--- src/rtl/rom_fetch_pkg.sv ---
// Shared types and helpers for the boot ROM word fetcher.
// Holds the FSM encoding, the response payload and byte-order assembly.
package rom_fetch_pkg;

    localparam int unsigned BYTES_PER_WORD = 4;
    localparam int unsigned BYTE_W         = 8;
    localparam int unsigned WORD_W         = BYTES_PER_WORD * BYTE_W;

    typedef enum logic [2:0] {
        IDLE  = 3'd0,
        ISSUE = 3'd1,
        CAP0  = 3'd2,
        CAP1  = 3'd3,
        RESP  = 3'd4
    } fetch_state_e;

    // Element k is the byte read from word address + k.
    typedef logic [BYTES_PER_WORD-1:0][BYTE_W-1:0] word_bytes_t;

    typedef struct packed {
        logic              err;
        logic [WORD_W-1:0] data;
    } fetch_rsp_t;

    // Big-endian places the lowest-address byte in the MSB lane.
    function automatic logic [WORD_W-1:0] assemble_word(input logic        big_endian,
                                                        input word_bytes_t bytes);
        logic [WORD_W-1:0] w;
        w = '0;
        for (int k = 0; k < BYTES_PER_WORD; k++) begin
            if (big_endian) begin
                w[(BYTES_PER_WORD - 1 - k) * BYTE_W +: BYTE_W] = bytes[k];
            end else begin
                w[k * BYTE_W +: BYTE_W] = bytes[k];
            end
        end
        return w;
    endfunction

endpackage

--- src/rtl/rom_word_fetcher.sv ---
// Fetches a 32-bit word from a byte-wide dual-port boot ROM over two select
// cycles and returns it, with an out-of-range flag, on a valid/ready channel.
module rom_word_fetcher
    import rom_fetch_pkg::*;
#(
    parameter int unsigned BUS_WIDTH    = 8,
    parameter int unsigned SELECT_WIDTH = 32,
    parameter int unsigned MEMORY_SIZE  = 128,
    parameter bit          BIG_ENDIAN   = 1'b1
) (
    input  logic                    clk,
    input  logic                    rst_n,
    input  logic                    req_valid,
    output logic                    req_ready,
    input  logic [SELECT_WIDTH-1:0] req_addr,
    output logic                    rsp_valid,
    input  logic                    rsp_ready,
    output logic [4*BUS_WIDTH-1:0]  rsp_data,
    output logic                    rsp_err,
    output logic [SELECT_WIDTH-1:0] rom_select,
    output logic [SELECT_WIDTH-1:0] rom_selectA,
    input  logic [BUS_WIDTH-1:0]    rom_dataOut,
    input  logic [BUS_WIDTH-1:0]    rom_dataOutA
);

    localparam logic [SELECT_WIDTH-1:0] MEM_LIMIT = SELECT_WIDTH'(MEMORY_SIZE);

    fetch_state_e state_q, state_d;

    logic [SELECT_WIDTH-1:0]   addr_q, addr_d;
    logic [SELECT_WIDTH-1:0]   sel0_q, sel0_d;
    logic [SELECT_WIDTH-1:0]   sel1_q, sel1_d;
    logic [BUS_WIDTH-1:0]      b0_q, b0_d;
    logic [BUS_WIDTH-1:0]      b1_q, b1_d;
    fetch_rsp_t                rsp_q, rsp_d;
    logic                      valid_q, valid_d;
    logic [BYTES_PER_WORD-1:0] out_of_range;
    word_bytes_t               fetched;

    // State register.
    always_ff @(posedge clk) begin
        if (!rst_n) begin
            state_q <= IDLE;
        end else begin
            state_q <= state_d;
        end
    end

    // Next-state logic.
    always_comb begin
        state_d = state_q;
        unique case (state_q)
            IDLE:    if (req_valid) state_d = ISSUE;
            ISSUE:   state_d = CAP0;
            CAP0:    state_d = CAP1;
            CAP1:    state_d = RESP;
            RESP:    if (rsp_ready) state_d = IDLE;
            default: state_d = IDLE;
        endcase
    end

    // Wrapped byte addresses past the ROM end are flagged per byte.
    always_comb begin
        out_of_range = '0;
        for (int k = 0; k < BYTES_PER_WORD; k++) begin
            out_of_range[k] = (addr_q + SELECT_WIDTH'(k)) >= MEM_LIMIT;
        end
    end

    // Bytes 2 and 3 are taken straight from the ROM ports in CAP1.
    always_comb begin
        fetched    = '0;
        fetched[0] = out_of_range[0] ? '0 : b0_q;
        fetched[1] = out_of_range[1] ? '0 : b1_q;
        fetched[2] = out_of_range[2] ? '0 : rom_dataOut;
        fetched[3] = out_of_range[3] ? '0 : rom_dataOutA;
    end

    // Output and datapath next values.
    always_comb begin
        req_ready = 1'b0;
        addr_d    = addr_q;
        sel0_d    = sel0_q;
        sel1_d    = sel1_q;
        b0_d      = b0_q;
        b1_d      = b1_q;
        rsp_d     = rsp_q;
        valid_d   = valid_q;
        unique case (state_q)
            IDLE: begin
                req_ready = rst_n;
                if (req_valid) begin
                    addr_d = req_addr;
                    sel0_d = req_addr;
                    sel1_d = req_addr + SELECT_WIDTH'(1);
                end
            end
            ISSUE: begin
                sel0_d = addr_q + SELECT_WIDTH'(2);
                sel1_d = addr_q + SELECT_WIDTH'(3);
            end
            CAP0: begin
                b0_d = rom_dataOut;
                b1_d = rom_dataOutA;
            end
            CAP1: begin
                rsp_d.data = assemble_word(BIG_ENDIAN, fetched);
                rsp_d.err  = |out_of_range;
                valid_d    = 1'b1;
            end
            RESP: begin
                if (rsp_ready) valid_d = 1'b0;
            end
            default: ;
        endcase
    end

    // Datapath registers; reset also discards any partially fetched word.
    always_ff @(posedge clk) begin
        if (!rst_n) begin
            addr_q  <= '0;
            sel0_q  <= '0;
            sel1_q  <= '0;
            b0_q    <= '0;
            b1_q    <= '0;
            rsp_q   <= '0;
            valid_q <= 1'b0;
        end else begin
            addr_q  <= addr_d;
            sel0_q  <= sel0_d;
            sel1_q  <= sel1_d;
            b0_q    <= b0_d;
            b1_q    <= b1_d;
            rsp_q   <= rsp_d;
            valid_q <= valid_d;
        end
    end

    assign rom_select  = sel0_q;
    assign rom_selectA = sel1_q;
    assign rsp_valid   = valid_q;
    assign rsp_data    = rsp_q.data;
    assign rsp_err     = rsp_q.err;

endmodule
--- config.mk ---
export PLATFORM = sky130hd
export DESIGN_NAME = rom_word_fetcher
export DESIGN_NICKNAME = d
export VERILOG_FILES = /design/src/rtl/rom_fetch_pkg.sv /design/src/rtl/rom_word_fetcher.sv
export SDC_FILE = /design/constraint.sdc
export NUM_CORES = 1
export LEC_CHECK = 0
export BUFFER_PORTS_ARGS = -buffer_cell sky130_fd_sc_hd__buf_4
export CELL_PAD_IN_SITES_DETAIL_PLACEMENT = 1
export CELL_PAD_IN_SITES_GLOBAL_PLACEMENT = 2
export CORE_ASPECT_RATIO = 0.8
export CORE_MARGIN = 3
export CORE_UTILIZATION = 35
export DETAILED_ROUTE_END_ITERATION = 8
export HOLD_SLACK_MARGIN = 0.02
export PLACE_DENSITY = 0.91
export SLEW_MARGIN = 20
export SYNTH_ARGS = -nofsm -noshare
export SYNTH_HDL_FRONTEND = slang
export SYNTH_SLANG_ARGS = --single-unit
--- constraint.sdc ---
create_clock -name clk -period 9.15 [get_ports clk]
set_clock_uncertainty 0.1 [all_clocks]
set_input_delay 1.3725 -clock clk [delete_from_list [all_inputs] [get_ports clk]]
set_output_delay 1.3725 -clock clk [all_outputs]
set_load 0.03 [all_outputs]
==> impl_metrics.py, run 1 <==
metrics = {
    "die": {
        "core-area_mm2": 0.02293,
        "die_area_mm2": 0.02571,
        "die_w_um": 178.5,
        "initial_core_util_pct": 36.35,
        "pin_count": 151,
        "fp-row-count": 49,
        "die_h_um": 144.0,
    },
    "layout": {
        "final_nets": 1212,
        "antennaDiodeCount": 0,
        "drive_above_1_share_pct": 18.94,
        "nFillCells": 2840,
        "utilization_pct": 44.35,
        "layout_common_cells": "198 x nand2_1, 160 x buf_4, 149 x dfxtp_1",
        "area_growth_syn_to_layout_pct": 22.01,
        "mostFrequentLayoutCell": "nand2_1",
    },
    "cts": {
        "path_clk_slew_ns": 0.07,
        "cts_tree": "yes",
        "cts_setup_buffers": 0,
        "numCtsBuffers": 17,
        "htree_num_levels": 4,
        "clockBufferDepth": 2,
        "postCtsResizedCells": 0,
        "cts.sinks": 149,
        "clock_latency_ns": 0.43,
        "cts-root-buf": "clkbuf_16",
        "ctsHoldBuffers": 0,
    },
    "timing": {
        "relSlewSlack_pct": 24.00,
        "finalSetupTns_ns": 0,
        "tightest_slew_ns": 1.130,
        "fin_hold_ws_ns": 0.3662,
        "post-route-period-util_pct": 49.56,
        "rsz0062_at_grt": "no",
        "timing.fmax_ghz": 0.2205,
        "setup_violations": 0,
        "fin_crit_ns": 4.535,
        "finalHoldViolCount": 0,
        "maxSlewViolCount": 0,
    },
    "synth": {
        "syn_nets": 1114,
        "async_flop_share_pct": 0,
        "synth_edf_count": 0,
        "ys_top_cells_by_area": "dfxtp_1 36%, nand2_1 8.9%, xnor2_1 6.1%",
        "ys_seq_area_share_pct": 35.79,
        "synth-seq-cells": 149,
        "ys_types": 72,
        "synth_top_area_share_pct": 35.79,
        "synth_flop_cell": "dfxtp_1",
        "synth_cells": 1056,
        "synth.largest_area_cell": "dfxtp_1",
        "syn-cell-area_mm2": 0.008334,
        "ys_warn_count": 0,
        "syn_area_per_cell_um2": 7.892,
    },
    "power_and_ir_drop": {
        "p_leak_nw": 3.739,
        "vdd_ir_drop_max_uv": 119.2,
        "p_total_mw": 1.911,
        "pwr_density_cell_mw_per_mm2": 188.0,
    },
    "critical_path": {
        "startpoint_type": "register",
        "cp.buffers_inverters": 1,
        "critical_path_peak_fanout": 12,
        "critPathKind": "reg2reg",
        "setup.worst_path.end_class": "register",
        "cpMaxStageDelayCell": "nor4_2",
        "crit_required_ns": 9.42,
        "cpPeakStageDelay_ns": 0.97,
        "crit_chain": "inv_1, ha_1, nand3b_1, nor4_1, nor2b_1, xnor2_1, o2111ai_1, nor4_2, a32o_1",
        "cp.arrival_ns": 4.81,
        "critPathTopFamily": "simple AND/OR/NAND/NOR gates",
    },
    "routing": {
        "dr_total_vias": 8513,
        "vias_per_cell": 5.779,
        "drt-initial-drc-count": 735,
        "wirelength_um": 34180,
        "firstDrtPassIters": 5,
        "avgRoutedWirePerCell_um": 23.21,
        "ant_nets": 0,
        "remaining_drc_errors": 0,
    },
    "run": {
        "maxCapViolations": 0,
    },
    "placed_design": {
        "place_congestion": 0.9616,
        "port-buffer-count": 150,
        "dpl.hpwl_um": 24740,
    },
    "min_path": {
        "min_path_type": "reg2reg",
    },
    "global_routing": {
        "overflow": 0,
        "grt_pass1_vias": 8518,
        "track_usage_pct": 26.45,
        "grt_pass1_wl_um": 52170,
        "grt_start_max_net_pins": 69,
        "antenna_found_initial": 0,
    },
    "run_status": {
        "run_status": "complete, no violations",
    },
}
==> per-layer routing <==
metal	routed length [um]	part of all wire, %	track usage [%]
met1	16380	48	38.68
met4	727	2.1	6.844
met5	0	0	0
met3	2032	5.9	4.724
met2	15040	44	40.19
==> power breakdown <==
part | internal [mW] | switching [mW]
Clock | 0.368 | 0.346
Sequential | 0.698 | 0.0735
Combinational | 0.150 | 0.275
==> tightest hold or removal path: stages (launching register included) <==
cell and delay (ns):
dfxtp_1 0.31, nand2_1 0.05, a21boi_0 0.06
==> cell usage after synthesis (all sizes together) (16+ instances only) <==
master and count:
a21boi 24, a21oi 54, a31oi 16, a32o 16, and3 16, buf 25
clkbuf 56, dfxtp 149, nand2 198, nand3 33, nand4 36, nor2 84
nor3 29, nor4 22, o21ai 21, xnor2 58, xor2 39
==> flip-flops by register name (all words and copies together) (netlist names) <==
register     cells
addr_q          32
rom_selectA     32
rom_select      32
rsp_data        32
b0_q             8
b1_q             8
state_q          3
rsp_err          1
rsp_valid        1
==> per-stage QoR <==
stage / setup WS, ns / cells / instance area [um^2]
finish: 4.615 / 1473 / 10170
CTS: 4.757 / 1473 / 10170
detailed placement: 4.772 / 1441 / 9594
floorplan: 5.347 / 1056 / 8334
global placement: 4.973 / 1441 / 9585
global route: 4.502 / 1473 / 10170
==> cells by family (layout without fill, tap and decap cells) <==
group	count (synthesis)	after routing	synth area share (%)
buffers and inverters	95	206	4.849
AO/OA/AOI/OAI	221	221	18.56
adder cells (fa/ha/maj)	6	6	0.9007
multiplexers	3	3	0.3753
AND/OR/NAND/NOR	485	485	29.33
flip-flops	149	149	35.79
XOR/XNOR	97	97	10.19
==> layout make-up <==
type	instances	area [um^2]	area share, %
flip-flops and latches	149	2983	29.33
repair buffers	160	1201	11.81
clock buffers	18	439.2	4.319
multi-input cells	812	4975	48.92
inverters	14	52.55	0.5168
clock inverters	14	135.1	1.329
well taps	306	382.9	3.765
==> worst paths after layout <==
| check | from | end | slack (ns) | cells after the start |
|---|---|---|---|---|
| worst max-delay path | addr_q[0]$_SDFFE_PN0P_ | rsp_data[4]$_SDFFE_PN0P_ | 4.62 | 9 |
| worst min-delay path | b0_q[7]$_SDFFE_PN0N_ | b0_q[7]$_SDFFE_PN0N_ | 0.37 | 2 |
| worst max register to register | addr_q[0]$_SDFFE_PN0P_ | rsp_data[4]$_SDFFE_PN0P_ | 4.62 | 9 |
| worst min register to register | b0_q[7]$_SDFFE_PN0N_ | b0_q[7]$_SDFFE_PN0N_ | 0.37 | 2 |
Power figures use the tool's default switching activity.
==> run 2, diff against run 1 <==
Settings changed: CORE_UTILIZATION 35 to 33, PLACE_DENSITY 0.91 to 0.87.
Clock period 9.15 ns to 4.4 ns, I/O delays scaled along.
==> run 2 against run 1 <==
Compared with the run above:
- combinational power grew 120%
- via count up 1.7%
- first-iteration DRC count fell by 3.3%
- largest power group unchanged
==> impl_metrics.py, run 2 (synthesis results as in run 1) <==
metrics = {
    "run_status": {
        "run_status": "complete, no violations",
    },
    "die": {
        "core-area_mm2": 0.02457,
        "fp-row-count": 51,
        "die_w_um": 183.7,
        "die_area_mm2": 0.02721,
        "initial_core_util_pct": 33.92,
        "die_h_um": 148.1,
        "pin_count": 151,
    },
    "critical_path": {
        "critical_path_peak_fanout": 9,
        "startpoint_type": "register",
        "crit_chain": "ha_1, nand2_1, nor3_2, nand3_1, a2111oi_0, nand4_1, nor4_4, a22o_1",
        "cpPeakStageDelay_ns": 0.82,
        "cp.buffers_inverters": 0,
        "cpMaxStageDelayCell": "a2111oi_0",
        "critPathKind": "reg2reg",
        "setup.worst_path.end_class": "register",
        "cp.arrival_ns": 4.17,
        "crit_required_ns": 4.67,
        "critPathTopFamily": "simple AND/OR/NAND/NOR gates",
    },
    "power_and_ir_drop": {
        "vdd_ir_drop_max_uv": 244.1,
        "p_leak_nw": 3.870,
        "pwr_density_cell_mw_per_mm2": 382.8,
    },
    "layout": {
        "utilization_pct": 42.19,
        "antennaDiodeCount": 0,
        "final_nets": 1238,
        "drive_above_1_share_pct": 20.28,
        "area_growth_syn_to_layout_pct": 24.37,
        "mostFrequentLayoutCell": "nand2_1",
        "layout_common_cells": "198 x nand2_1, 186 x buf_4, 149 x dfxtp_1",
    },
    "timing": {
        "finalHoldViolCount": 0,
        "timing.fmax_ghz": 0.2570,
        "rsz0062_at_grt": "no",
        "maxSlewViolCount": 0,
        "tightest_slew_ns": 1.030,
        "fin_hold_ws_ns": 0.3531,
        "relSlewSlack_pct": 31.34,
        "finalSetupTns_ns": 0,
        "layout_setup_ws_ns": 0.5082,
        "fin_crit_ns": 3.892,
        "setup_violations": 0,
        "post-route-period-util_pct": 88.45,
    },
    "cts": {
        "path_clk_slew_ns": 0.06,
        "postCtsResizedCells": 0,
        "cts_tree": "yes",
        "htree_num_levels": 4,
        "clock_latency_ns": 0.43,
        "clockBufferDepth": 2,
        "cts.sinks": 149,
        "cts-root-buf": "clkbuf_16",
        "numCtsBuffers": 17,
        "cts_setup_buffers": 0,
        "ctsHoldBuffers": 0,
    },
    "min_path": {
        "min_path_type": "in2reg",
    },
    "global_routing": {
        "track_usage_pct": 25.21,
        "grt_pass1_vias": 8646,
        "grt_start_max_net_pins": 62,
        "grt_pass1_wl_um": 52940,
        "antenna_found_initial": 0,
        "overflow": 0,
    },
    "routing": {
        "vias_per_cell": 5.728,
        "dr_total_vias": 8655,
        "ant_nets": 0,
        "remaining_drc_errors": 0,
        "avgRoutedWirePerCell_um": 22.93,
        "wirelength_um": 34650,
        "firstDrtPassIters": 5,
        "drt-initial-drc-count": 711,
    },
    "placed_design": {
        "dp_slack_ns": 0.5290,
        "dpl.hpwl_um": 25790,
        "port-buffer-count": 150,
        "place_congestion": 0.9787,
    },
    "run": {
        "maxCapViolations": 0,
    },
}
-- run 2: cell types whose count changed in the layout (fill, tap and decap cells not counted) --
cell        change
inv_6           -2
clkinv_2        +1
clkbuf_8        -1
clkinvlp_4      -1
nor4_4          -1
inv_8           -3
nor4_2          +1
clkinv_8        -1
bufinv_16       +2
buf_4          +26
clkbuf_1        +5
-- run 2: final cells by class --
| class | count | area [um^2] |
|---|---|---|
| fillers | 2974 | 14200 |
| multi-input cells | 812 | 4966 |
| flip-flops and latches | 149 | 2983 |
| repair buffers | 186 | 1396 |
| clock buffers | 22 | 444.2 |
| well taps | 318 | 397.9 |
| clock inverters | 10 | 125.1 |
| inverters | 14 | 52.55 |
-- run 2: worst paths after layout --
kind | start | slack (ns) | cells after the start | to
worst min-delay path | rom_dataOut[2] | 0.35 | 2 | rsp_data[10]$_SDFFE_PN0P_
worst max-delay path | addr_q[2]$_SDFFE_PN0P_ | 0.51 | 8 | rsp_data[8]$_SDFFE_PN0P_
worst max register to register | addr_q[2]$_SDFFE_PN0P_ | 0.51 | 8 | rsp_data[8]$_SDFFE_PN0P_
worst min register to register | b1_q[0]$_SDFFE_PN0N_ | 0.36 | 2 | b1_q[0]$_SDFFE_PN0N_
-- run 2: stage by stage --
stage	power (mW)	area, um^2	std cells
2_1_floorplan	2.142	8334	1056
3_3_place_gp	2.512	9796	1479
3_5_place_dp	2.523	9796	1479
4_1_cts	3.982	10360	1511
5_1_grt	4.127	10360	1511
6_report	3.968	10360	1511
-- run 2: where the power goes --
part | switching [mW] | internal, mW
registers | 0.134 | 1.45
logic | 0.592 | 0.328
clock network | 0.620 | 0.842
total | 1.35 | 2.62
-- run 2: layer usage --
| layer | wire length, um | vias up | GRT usage, % |
|---|---|---|---|
| met4 | 740 | 0 | 7.156 |
| li1 | - | 4015 | - |
| met2 | 14900 | 297 | 37.67 |
| met1 | 16920 | 4299 | 37.05 |
| met5 | 0 | - | 0 |
| met3 | 2082 | 44 | 4.621 |
